File: src/rtl/subtractor_34_seq.sv
// Multi-cycle WIDTH-bit subtractor: diff = a - b - bin, CHUNK bits per cycle, LSB first.
// Define SUB34_ZERO_FLAG_EN to add the registered zero-result output.
module subtractor_34_seq #(
  parameter int WIDTH = 34,
  parameter int CHUNK = 2
) (
  input  logic             clk,
  input  logic             rst,
  input  logic             start,
  input  logic [WIDTH-1:0] a,
  input  logic [WIDTH-1:0] b,
  input  logic             bin,
  output logic             ready,
  output logic             done,
  output logic [WIDTH-1:0] diff,
  output logic             bout,
`ifdef SUB34_ZERO_FLAG_EN
  output logic             zero,
`endif
  output logic             overflow
);

  localparam int N  = WIDTH / CHUNK;
  localparam int CW = (N > 1) ? $clog2(N) : 1;
  localparam int BW = (WIDTH > 1) ? $clog2(WIDTH) : 1;

  typedef enum logic [1:0] {S_IDLE, S_BUSY, S_DONE} state_t;

  state_t           r_state;
  state_t           w_state_next;
  logic [WIDTH-1:0] r_a;
  logic [WIDTH-1:0] r_b;
  logic [WIDTH-1:0] r_part;
  logic             r_borrow;
  logic [CW-1:0]    r_count;

  logic [BW-1:0]    w_base;
  logic [CHUNK-1:0] w_a_chunk;
  logic [CHUNK-1:0] w_b_chunk;
  logic [CHUNK:0]   w_chunk_sub;
  logic [WIDTH-1:0] w_part_next;
  logic             w_last;
  logic             w_accept;

  assign ready    = (r_state == S_IDLE);
  assign done     = (r_state == S_DONE);
  assign w_accept = (r_state == S_IDLE) && start;
  assign w_last   = (r_count == CW'(N - 1));

  // The extra top bit of the chunk subtraction is the borrow into the next chunk.
  always_comb begin
    w_base      = BW'(r_count) * BW'(CHUNK);
    w_a_chunk   = r_a[w_base +: CHUNK];
    w_b_chunk   = r_b[w_base +: CHUNK];
    w_chunk_sub = {1'b0, w_a_chunk} - {1'b0, w_b_chunk} - {{CHUNK{1'b0}}, r_borrow};
    w_part_next = r_part;
    w_part_next[w_base +: CHUNK] = w_chunk_sub[CHUNK-1:0];
  end

  always_comb begin
    w_state_next = r_state;
    case (r_state)
      S_IDLE:  if (start) w_state_next = S_BUSY;
      S_BUSY:  if (w_last) w_state_next = S_DONE;
      S_DONE:  w_state_next = S_IDLE;
      default: w_state_next = S_IDLE;
    endcase
  end

  always_ff @(posedge clk or posedge rst) begin
    if (rst) begin
      r_state <= S_IDLE;
    end else begin
      r_state <= w_state_next;
    end
  end

  always_ff @(posedge clk or posedge rst) begin
    if (rst) begin
      r_a      <= '0;
      r_b      <= '0;
      r_part   <= '0;
      r_borrow <= 1'b0;
      r_count  <= '0;
      diff     <= '0;
      bout     <= 1'b0;
      overflow <= 1'b0;
`ifdef SUB34_ZERO_FLAG_EN
      zero     <= 1'b0;
`endif
    end else if (w_accept) begin
      r_a      <= a;
      r_b      <= b;
      r_borrow <= bin;
      r_part   <= '0;
      r_count  <= '0;
    end else if (r_state == S_BUSY) begin
      r_part   <= w_part_next;
      r_borrow <= w_chunk_sub[CHUNK];
      r_count  <= r_count + CW'(1);
      // Visible results change only on the edge that enters DONE.
      if (w_last) begin
        diff     <= w_part_next;
        bout     <= w_chunk_sub[CHUNK];
        overflow <= (r_a[WIDTH-1] != r_b[WIDTH-1]) && (w_part_next[WIDTH-1] != r_a[WIDTH-1]);
`ifdef SUB34_ZERO_FLAG_EN
        zero     <= (w_part_next == '0);
`endif
      end
    end
  end

endmodule
File: config.mk
export PLATFORM = sky130hd
export DESIGN_NAME = subtractor_34_seq
export DESIGN_NICKNAME = d
export VERILOG_FILES = /design/src/rtl/subtractor_34_seq.sv
export SDC_FILE = /design/constraint.sdc
export NUM_CORES = 1
export LEC_CHECK = 0
export BUFFER_PORTS_ARGS = -buffer_cell sky130_fd_sc_hd__buf_4
export CAP_MARGIN = 40
export CORE_MARGIN = 1
export CORE_UTILIZATION = 30
export CTS_CLUSTER_DIAMETER = 100
export CTS_CLUSTER_SIZE = 28
export DETAILED_ROUTE_END_ITERATION = 8
export SYNTH_ARGS = -nofsm -noshare
export SYNTH_HDL_FRONTEND = slang
export SYNTH_SLANG_ARGS = --single-unit
File: constraint.sdc
create_clock -name clk -period 5.2 [get_ports clk]
set_input_delay 0.52 -clock clk [delete_from_list [all_inputs] [get_ports clk]]
set_output_delay 0.52 -clock clk [all_outputs]
set_load 0.02 [all_outputs]
# After elaboration in Yosys (flattened, before gate mapping)
# Index checks and enable logic that the tools add are counted.
# word_totals
ff_bits	146
latchBits	0
ramBits	0
rom_bits	0
in_bits	72
elab_cells	41
memories	0
# classes
addsub	4
n_mul	0
n_div	0
magnitude_cmp	0
n_eq_ne	7
shifts	4
n_mux	10
n_bitwise	1
n_reduce_logical	6
# op_table
cell	n
$mux 34	2
$shiftx 34x7->2	2
$bwmux 34	1
$shift 2x8->34 const A	1
$shiftx 2x8->34	1
$mux 5	2
$neg 6->8	1
$add 5x1->5 const B	1
$eq 5x5->1 const B	1
$mux 2	2
$ne 2x2->1 const B	2
$pmux 2 s2	1
$reduce_and 3->1	1
$sub 2x2->3	1
$sub 3x1->3	1
$eq 2x1->1 const B	1
$eq 2x2->1 const B	1
$logic_and 1x1->1	2
$logic_not 2->1	1
$mux 1	2
$ne 1x1->1	2
$reduce_and 2->1	1
$reduce_bool 2->1	1
$not 1->1	1

# Depth between registers and ports, before layout
# Gate-level depths: netlist of the first run.
# logic_depth
ltp_word	7
mapped_depth	15
depth_no_buf	12

# Worst setup path after synthesis of the first run
# No wires, ideal clock.
# synth_timing
kind	flip-flop to flip-flop
startpoint	register r_count[1]
endpoint	register diff[15]
setup_time_ns	0.083
t_arrival_ns	3.540
t_required_ns	5.117
path_slack_ns	1.578
stages_incl_launch_ff	13
path_buffers	2
synth_period_minus_slack_ns	3.622
path_cell_list	dfrtp_1 > buf_1 > clkbuf_1 > mux4_2 > mux2i_1 > nor3_1 > a211oi_1 > fa_1 > inv_1 > fa_1 > nor4_1 > mux2i_1 > o21ai_0
# synth_between
elab_chain_cells	5
word_cells_on_any_way	10
cone_classes	add/sub: 3; eq/ne: 1; shift: 4; mux: 1; reduce/logical: 1
# synth_lines
element	line	source
start, declared	35	logic [CW-1:0] r_count;
start signal, assigned	100	r_count <= r_count + CW'(1);
$shiftx 34x7->2, on equally long branches	53, 54	
$sub 2x2->3	55	w_chunk_sub = {1'b0, w_a_chunk} - {1'b0, w_b_chunk} - {{CHUNK{1'b0}}, r_borrow};
$sub 3x1->3	55	
$shiftx 2x8->34	57	w_part_next[w_base +: CHUNK] = w_chunk_sub[CHUNK-1:0];
$bwmux 34	57	
end signal, assigned	103	diff <= w_part_next;
end, declared	15	output logic [WIDTH-1:0] diff,
# Several ways; a longest one is shown, not always the timed one.
# A chain may end at the register's enable or synchronous reset.

# Worst setup path in the final report of the first run
# layout_timing
startpoint	register r_count[0]
endpoint	register diff[11]
# The elaborated chain is that of the path after synthesis.

==> results of run 1 <==
## cell usage in the layout (no fill, tap or decap), types with 2 or more instances in the layout
cell	count
nand2_1	257
dfrtp_1	146
buf_4	121
o21ai_0	43
mux2i_1	39
clkbuf_16	17
a32o_1	16
mux4_2	16
o21ai_1	14
o2bb2ai_1	12
nor2_1	11
inv_1	10
nand3_1	9
nor3_1	8
a21o_1	6
ha_1	6
clkinvlp_4	6
o211ai_2	5
a21oi_1	5
o21bai_2	3
a21oi_2	3
a211oi_1	3
clkbuf_8	3
nor3b_1	2
and3_1	2
nor4_1	2
nand2_2	2
inv_6	2
nand3_2	2
o31ai_1	2
a211o_1	2
and2_1	2
fa_1	2
bufinv_16	2
## how the worst min path moves through the flow
stage,endpoint,slack (ps)
after floorplan,r_a[12],440
after global placement,r_a[29],460
after detailed placement,r_b[12],460
after CTS,r_part[28],80
after global routing,diff[16],90
final,diff[16],80
## state kept, by name, indices dropped and copies added, names as in the netlist
name	count
r_borrow	1
r_a	34
r_count	5
diff	34
overflow	1
bout	1
r_state	2
r_b	34
r_part	34
## power groups by stage
stage / Clock, uW / Sequential, uW / Combinational [uW]
after floorplan: 0 / 1790 / 1770
after global placement: 0 / 1850 / 2400
after detailed placement: 0 / 1860 / 2430
after CTS: 1250 / 1850 / 2440
after global routing: 1300 / 1900 / 2730
final: 1220 / 1850 / 2430
## layer usage
layer | GRT usage (%) | share of wire, %
met1 | 21.4 | 49
met3 | 3.13 | 3.7
met4 | 4.48 | 1.2
met5 | 0 | 0
met2 | 23.8 | 46
## cells by family after synthesis
logic type / Yosys count / share of synthesized area [%]
compound gates: 123 / 12.9
fa+ha+maj: 8 / 1.67
buf+inv: 55 / 3.15
flops: 146 / 52.9
mux: 56 / 11.0
simple gates: 309 / 18.3
## metrics by stage
step           cell area, um2  utilization (%)  std cells  hold WS (ps)
6_report                 8640             38.3       1093          77.7
5_1_grt                  8640             38.3       1093          94.4
4_1_cts                  8640             38.3       1093          81.4
3_5_place_dp             8040             35.6       1061           461
3_3_place_gp             8010             35.5       1060           456
2_1_floorplan            6900                -        697           440
## cell type report
cell class | count | share of cell area, %
clock buffer | 21 | 5.45
sequential | 146 | 42.3
clock inverter | 11 | 1.48
tap | 285 | 4.13
multi-input combinational | 496 | 35.2
timing repair buffer | 122 | 10.8
inverter | 12 | 0.580
==> results_dict.tcl, run 1 <==
set metrics [dict create \
    holdBufCountCts 0 \
    power_switching_uw 2230 \
    cp.depth 12 \
    antenna_found_initial 0 \
    wl_per_cell_um 15.5 \
    start_util_pct 30.6 \
    ys_types 52 \
    yosysMostFrequentCell "nand2_1" \
    antenna_cells 0 \
    multiInputGateArea_um2 3040 \
    numCtsBuffers 17 \
    drc 0 \
    rsz0062_at_grt "no" \
    switching_share_pct 40.5 \
    synth_area_leader_cell "dfrtp_1" \
    die_y_um 154 \
    arrival_ps 4430 \
    slew_violations 0 \
    finalSetupViolations 0 \
    antenna_left 0 \
    dieArea_um2 23600 \
    synth_commonest_cells "nand2_1 (259), dfrtp_1 (146), o21ai_0 (43)" \
    cts.sinks 146 \
    clockBufferDepth 2 \
    endpoint_kind "flop" \
    ys_seq_area_share_pct 52.9 \
    final_hold_viol_count 0 \
    p_int_uw 3270 \
    io_pins 110 \
    cap_viol_max_count 0 \
    ir_worst_vdd_mv 0.284 \
    rr_endpoint "diff[11]" \
    endpoint "diff[11]" \
    vias 5254 \
    synthArstFlopShare_pct 100 \
    first_iter_violations 288 \
    min_period_ps 4090 \
    cts_tree "yes" \
    h-tree-depth 4 \
    crit_family "adder cells" \
    worstReg2RegStart "r_count[0]" \
    synth_area_leaders "dfrtp_1 (53%), nand2_1 (14%), mux2i_1 (5.7%)" \
    pwr-share-clk_pct 22.2 \
    setup_slack_ps 1110 \
    gp_congestion 0.806 \
    powerDensity_nw_per_um2 637 \
    synth_warnings 0 \
    fin_crit_sh_pct 78.7 \
    core_area_um2 22600 \
    root_buffer "clkbuf_16" \
    grt_max_degree 79 \
    dpl.hpwl_um 11900 \
    track_usage_pct 15.3 \
    critical-path-max-stage-delay_ps 730 \
    crit_slowest_cell "nor3_1" \
    reg2reg_depth 12 \
    tightest_slew_ps 891 \
    portBuffers 109 \
    cts_setup_buffers 0 \
    grt_first_pass_wirelength_um 28400 \
    synth_edf_count 0 \
    crit_start "r_count[0]" \
    routed_wl_um 16900 \
    rrSetupSlack_ps 1110 \
    critPathRequiredTime_ps 5540 \
    pre_cts_ws_ps 1160 \
    dr.pass1.iters 5 \
    fp-row-count 55 \
    status "finished clean" \
    synth_nets 777 \
    synth_top_area_share_pct 52.9 \
    vias_per_cell 4.81 \
    gr-total-overflow 0 \
    grt_pass1_vias 5387 \
    yosys_register_bits 146 \
    critPathKind "reg -> reg" \
    syn_inst 697 \
    synth-main-ff-cell "dfrtp_1" \
    syn_avg_cell_area_um2 9.91 \
    num-fill-cells 2285 \
    finalPower_uw 5500 \
    postCtsResizedCells 0 \
    finalSetupTns_ps 0 \
    syn_area_um2 6900 \
    nNetsFinal 875 \
    drive_above_1_share_pct 24.0 \
    layout.area.seq_um2 3650 \
    insertion_delay_ps 420 \
    p_leak_uw 0.00415 \
    cp_num_buf_inv 2 \
    fp.dieW_um 154 \
    clk_pin_slew_ps 60 \
    syn_to_final_growth_pct 25.1 \
    p_seq_share_pct 33.6 \
    start_kind "flop" \
    skew_ps 9.66 \
    crit_chain "buf_4 > mux4_2 > mux2i_1 > nor3_1 > a21oi_1 > o21ai_0 > fa_1 > inv_1 > fa_1 > nor3_1 > mux2i_1 > o21ai_0" \
    min_path_type "in -> async" \
    critPathMaxFanout 14 \
    slew_headroom_pct 40.3 \
    max_freq_ghz 0.244 \
    combPwrFrac_pct 44.3 \
]
Note: power is estimated with default switching activity, not from simulation.
==> inputs of run 2 (changes only) <==
Settings changed: ABC_AREA set to 1.
Clock period 5.2 ns to 3.3 ns, I/O delays scaled along.
==> results_dict.tcl, run 2 <==
set metrics [dict create \
    place_area_um2 8390 \
    p_leak_uw 0.00450 \
    dpl.hpwl_um 13500 \
    min_path_type "in -> reg" \
    dieArea_um2 24500 \
    critPathKind "reg -> reg" \
    yosysMostFrequentCell "nand2_1" \
    grt_max_degree 99 \
    crit_chain "buf_4 > o21ai_0 > o21ai_0 > nand2_1 > nand2_1 > nand2_1 > nand3_1 > fa_1 > inv_1 > fa_1 > inv_1 > nand2_1 > inv_2 > nand3_2 > nand4_1 > nand3_1 > o21ai_1" \
    power_switching_uw 4230 \
    min_period_ps 3020 \
    rsz0062_at_grt "yes" \
    ys_seq_area_share_pct 51.0 \
    holdCritStartpoint "b[29]" \
    synth_warnings 0 \
    syn_area_um2 7160 \
    powerDensity_nw_per_um2 1050 \
    core_area_um2 23500 \
    synthArstFlopShare_pct 100 \
    syn_to_final_growth_pct 26.0 \
    reg2reg_depth 17 \
    die_y_um 156 \
    rrSetupSlack_ps 280 \
    synth_area_leader_cell "dfrtp_1" \
    critPathRequiredTime_ps 3650 \
    vias 6263 \
    grt_pass1_vias 6047 \
    synth-main-ff-cell "dfrtp_1" \
    final_common_cell "nand2_1" \
    synth_area_leaders "dfrtp_1 (51%), nand2_1 (16%), o21ai_0 (6.3%)" \
    p_seq_share_pct 31.5 \
    endpoint_kind "flop" \
    most-common-layout-cells "nand2_1 (301), dfrtp_1 (143), buf_4 (127)" \
    skew_ps 12.3 \
    p_int_uw 5210 \
    antenna_found_initial 0 \
    ir_worst_vdd_mv 0.413 \
    status "finished clean" \
    slew_violations 0 \
    pwr-share-clk_pct 20.5 \
    holdPathStages 3 \
    grt_first_pass_wirelength_um 31400 \
    fp.dieW_um 156 \
    cpMostUsedCell "nand2_1" \
    antenna_cells 0 \
    synth_top_area_share_pct 51.0 \
    setup_slack_ps 285 \
    clk_pin_slew_ps 70 \
    critPathMaxFanout 16 \
    finalSetupViolations 0 \
    h-tree-depth 4 \
    numCtsBuffers 17 \
    whs_endpoint "r_b[29]" \
    num-fill-cells 2431 \
    tightest_slew_ps 823 \
    synth_nets 975 \
    critical-path-max-stage-delay_ps 490 \
    gp_congestion 0.783 \
    antenna_left 0 \
    drive_above_1_share_pct 20.3 \
    cts.sinks 146 \
    crit_slowest_cell "dfrtp_2" \
    fin_crit_sh_pct 91.4 \
    dr.pass1.iters 5 \
    crit_family "adder cells" \
    clockBufferDepth 2 \
    start_util_pct 30.5 \
    slew_headroom_pct 45.1 \
    synth_commonest_cells "nand2_1 (301), dfrtp_1 (146), o21ai_0 (90)" \
    track_usage_pct 16.6 \
    start_kind "flop" \
    fin_hold_ws_ps 89.1 \
    syn_avg_cell_area_um2 8.00 \
    finalSetupTns_ps 0 \
    worstReg2RegStart "r_count[0]" \
    drc 0 \
    wl_per_cell_um 14.3 \
    fin_area_um2 9020 \
    cp_num_buf_inv 4 \
    cts_tree "yes" \
    cap_viol_max_count 0 \
    ys_types 34 \
    fp-row-count 56 \
    vias_per_cell 4.70 \
    switching_share_pct 44.8 \
    gr-total-overflow 0 \
    pre_cts_ws_ps 219 \
    max_freq_ghz 0.332 \
    syn_inst 895 \
    io_pins 110 \
    combPwrFrac_pct 48.0 \
    root_buffer "clkbuf_16" \
    arrival_ps 3360 \
    final_hold_viol_count 0 \
    nNetsFinal 1081 \
    insertion_delay_ps 430 \
    routed_wl_um 19100 \
    rr_endpoint "r_part[3]" \
    yosys_register_bits 146 \
    synth_edf_count 0 \
    first_iter_violations 416 \
    portBuffers 109 \
]
## run 2: cell types whose count changed after synthesis, moves of 14 or more
| cell | before | now |
|---|---|---|
| nand2_1 | 259 | 301 |
| mux4_2 | 16 | 0 |
| clkbuf_1 | 37 | 17 |
| nand3_1 | 9 | 86 |
| a32o_1 | 16 | 0 |
| a21oi_1 | 5 | 19 |
| nor2_1 | 11 | 26 |
| mux2i_1 | 39 | 0 |
| o21ai_0 | 43 | 90 |
| inv_1 | 11 | 81 |
## run 2: repair_timing
item / CTS / global route
buffers inserted: 0 / 2
hold buffers: 1 / 0
endpoints found under the setup margin: 0 / 24
hold endpoints to repair: 11 / 0
gates resized for setup: 0 / 7
## run 2: cell type report
type	instances	area (um2)	area share (%)
clock buffers	18	429	4.76
well taps	319	399	4.42
clock inverters	14	155	1.72
flip-flops and latches	146	3660	40.5
inverters	92	352	3.90
repair buffers	133	1070	11.9
multi-input cells	611	2960	32.8
## run 2: per-layer routing
| layer | part of all wire, % | global-route usage [%] | vias to the layer above |
|---|---|---|---|
| met5 | 0 | 0 | - |
| met4 | 1.9 | 6.07 | 0 |
| met3 | 5.6 | 3.52 | 32 |
| met2 | 47 | 25.9 | 177 |
| met1 | 46 | 22.6 | 2955 |
| li1 | - | - | 3099 |
## run 2: worst max path at each step
stage	from	end	slack (ps)	cells past startpoint
floorplan	r_count[0]	r_part[19]	410	18
global placement	r_count[0]	r_part[7]	280	16
detailed placement	r_count[2]	r_part[15]	220	15
CTS	r_count[2]	r_part[15]	210	15
global route	r_count[1]	r_part[19]	-10	17
finish	r_count[0]	r_part[3]	280	17
## run 2: metrics by stage
stage,power (uW),cells,util (%)
floorplan,6040,895,-
CTS,9400,1331,38.3
finish,9440,1333,38.4
global route,10200,1333,38.4
detailed placement,7420,1298,35.7
global placement,7340,1296,35.5
## run 2: cells by family (layout without fill, tap and decap cells)
logic type	Yosys count	in the layout	share of synthesized area, %
DFF	146	146	51.0
buffers and inverters	138	257	8.00
and+or+nand+nor	451	451	28.1
adders and majority gates	8	8	1.61
AOI/OAI and AO/OA	152	152	11.3
## run 2: tightest hold or removal path: stages
cell     delay [ps]
buf_4            80
nand2_1          40
nand2_1          40
## run 2: power groups by stage
stage	logic [uW]	registers, uW	clock network, uW
2_1_floorplan	2970	3070	0
3_3_place_gp	4350	2980	0
3_5_place_dp	4430	3000	0
4_1_cts	4450	2980	1970
5_1_grt	5090	3060	2050
6_report	4530	2970	1940
==> inputs of run 3 (changes only) <==
Settings changed: MAX_ROUTING_LAYER set to met4.
Clock period 3.3 ns to 3.9 ns, I/O delays scaled along.
==> results_dict.tcl, run 3 (synthesis gave the netlist of run 2 again) <==
set metrics [dict create \
    status "finished clean" \
    slew_violations 0 \
    rsz0062_at_grt "no" \
    gp_congestion 0.847 \
    grt_pass1_vias 6038 \
    critPathRequiredTime_ps 4220 \
    clockBufferDepth 2 \
    powerDensity_nw_per_um2 891 \
    cts_tree "yes" \
    cts.sinks 146 \
    crit_slowest_cell "dfrtp_1" \
    setup_slack_ps 411 \
    fin_crit_sh_pct 89.5 \
    cp_num_buf_inv 3 \
    final_hold_viol_count 0 \
    place_inst 1290 \
    critPathKind "reg -> reg" \
    postCtsResizedCells 0 \
    core_area_um2 23500 \
    slew_headroom_pct 45.1 \
    final_common_cell "nand2_1" \
    numCtsBuffers 17 \
    finalSetupViolations 0 \
    fp-row-count 56 \
    min_path_type "in -> async" \
    tightest_slew_ps 823 \
    fin_area_um2 8950 \
    fp.dieW_um 156 \
    cap_viol_max_count 0 \
    start_kind "flop" \
    antenna_found_initial 0 \
    endpoint_kind "flop" \
    critPathMaxFanout 18 \
    portBuffers 109 \
    io_pins 110 \
    root_buffer "clkbuf_16" \
    skew_ps 12.2 \
    drc 0 \
    pre_cts_ws_ps 483 \
    dr.pass1.iters 6 \
    place_area_um2 8310 \
    arrival_ps 3810 \
    clk_pin_slew_ps 60 \
    critical-path-max-stage-delay_ps 830 \
    routed_wl_um 18600 \
    most-common-layout-cells "nand2_1 (301), dfrtp_1 (145), buf_4 (118)" \
    vias 6092 \
    vias_per_cell 4.61 \
    drive_above_1_share_pct 18.9 \
    finalPower_uw 7970 \
    min_period_ps 3490 \
    gr-total-overflow 0 \
    grt_max_degree 99 \
    wl_per_cell_um 14.1 \
    dieArea_um2 24500 \
    finalSetupTns_ps 0 \
    nNetsFinal 1070 \
    antenna_left 0 \
    syn_to_final_growth_pct 25.1 \
    holdBufCountCts 0 \
    ir_worst_vdd_mv 0.354 \
    dpl.hpwl_um 12800 \
    p_leak_uw 0.00447 \
    start_util_pct 30.5 \
    grt_first_pass_wirelength_um 30800 \
    track_usage_pct 16.8 \
    max_freq_ghz 0.287 \
    antenna_cells 0 \
    crit_family "adder cells" \
    layout.cells.non_filler 1322 \
    first_iter_violations 410 \
    cts_setup_buffers 0 \
    die_y_um 156 \
    h-tree-depth 4 \
    crit_chain "o21ai_0 > o21ai_0 > nand2_1 > nand3_1 > a21oi_1 > fa_1 > inv_1 > fa_1 > inv_1 > nand2_1 > inv_2 > nand3_1 > nand3_1 > nand3_1 > o21ai_0" \
    insertion_delay_ps 430 \
    cpMostUsedCell "nand3_1" \
]
run 3: changes by cell type in the layout (fill, tap and decap cells not counted), sizes merged:
| cell | previous run | this run |
|---|---|---|
| clkinv | 5 | 4 |
| clkbuf | 18 | 19 |
| buf | 132 | 122 |
| clkinvlp | 5 | 3 |
| dlygate4sd3 | 1 | 0 |
| bufinv | 2 | 4 |
run 3: worst paths after layout:
path / startpoint / end / slack [ps] / depth (start not counted)
max in group asynchronous: rst / diff[0] / 3180 / 3
worst max register to register: r_count[1] / r_part[13] / 410 / 15
worst max-delay path: r_count[1] / r_part[13] / 410 / 15
worst min register to register: r_b[0] / r_b[0] / 470 / 2
min in group clk: b[4] / r_b[4] / 160 / 3
worst min-delay path: rst / diff[8] / 10 / 2
run 3: area by class of cell:
| class | instances | area (um2) |
|---|---|---|
| multi-input combinational | 611 | 2930 |
| fill | 2436 | 14500 |
| tap | 319 | 399 |
| inverter | 92 | 352 |
| clock inverter | 13 | 199 |
| clock buffer | 19 | 443 |
| timing repair buffer | 122 | 973 |
| sequential | 146 | 3650 |
run 3: through the flow:
stage               util [%]  hold WS [ps]
finish                  38.2          9.64
global route            38.2          37.9
CTS                     38.2          21.8
detailed placement      35.4           459
global placement        35.3           456
floorplan                  -           443
run 3: routing by layer:
metal	vias up	GRT usage [%]	part of all wire (%)
li1	3075	-	-
met1	2860	22.3	47
met2	143	26.1	47
met3	14	3.02	4.6
met4	0	5.09	1.3
met5	-	-	0
run 3: report_power, final:
part	switching, uW	total [uW]	leakage (uW)	internal, uW
logic	2400	3620	0.00233	1220
clock network	686	1790	0.000307	1100
registers	407	2570	0.00184	2160
total	3490	7970	0.00447	4480
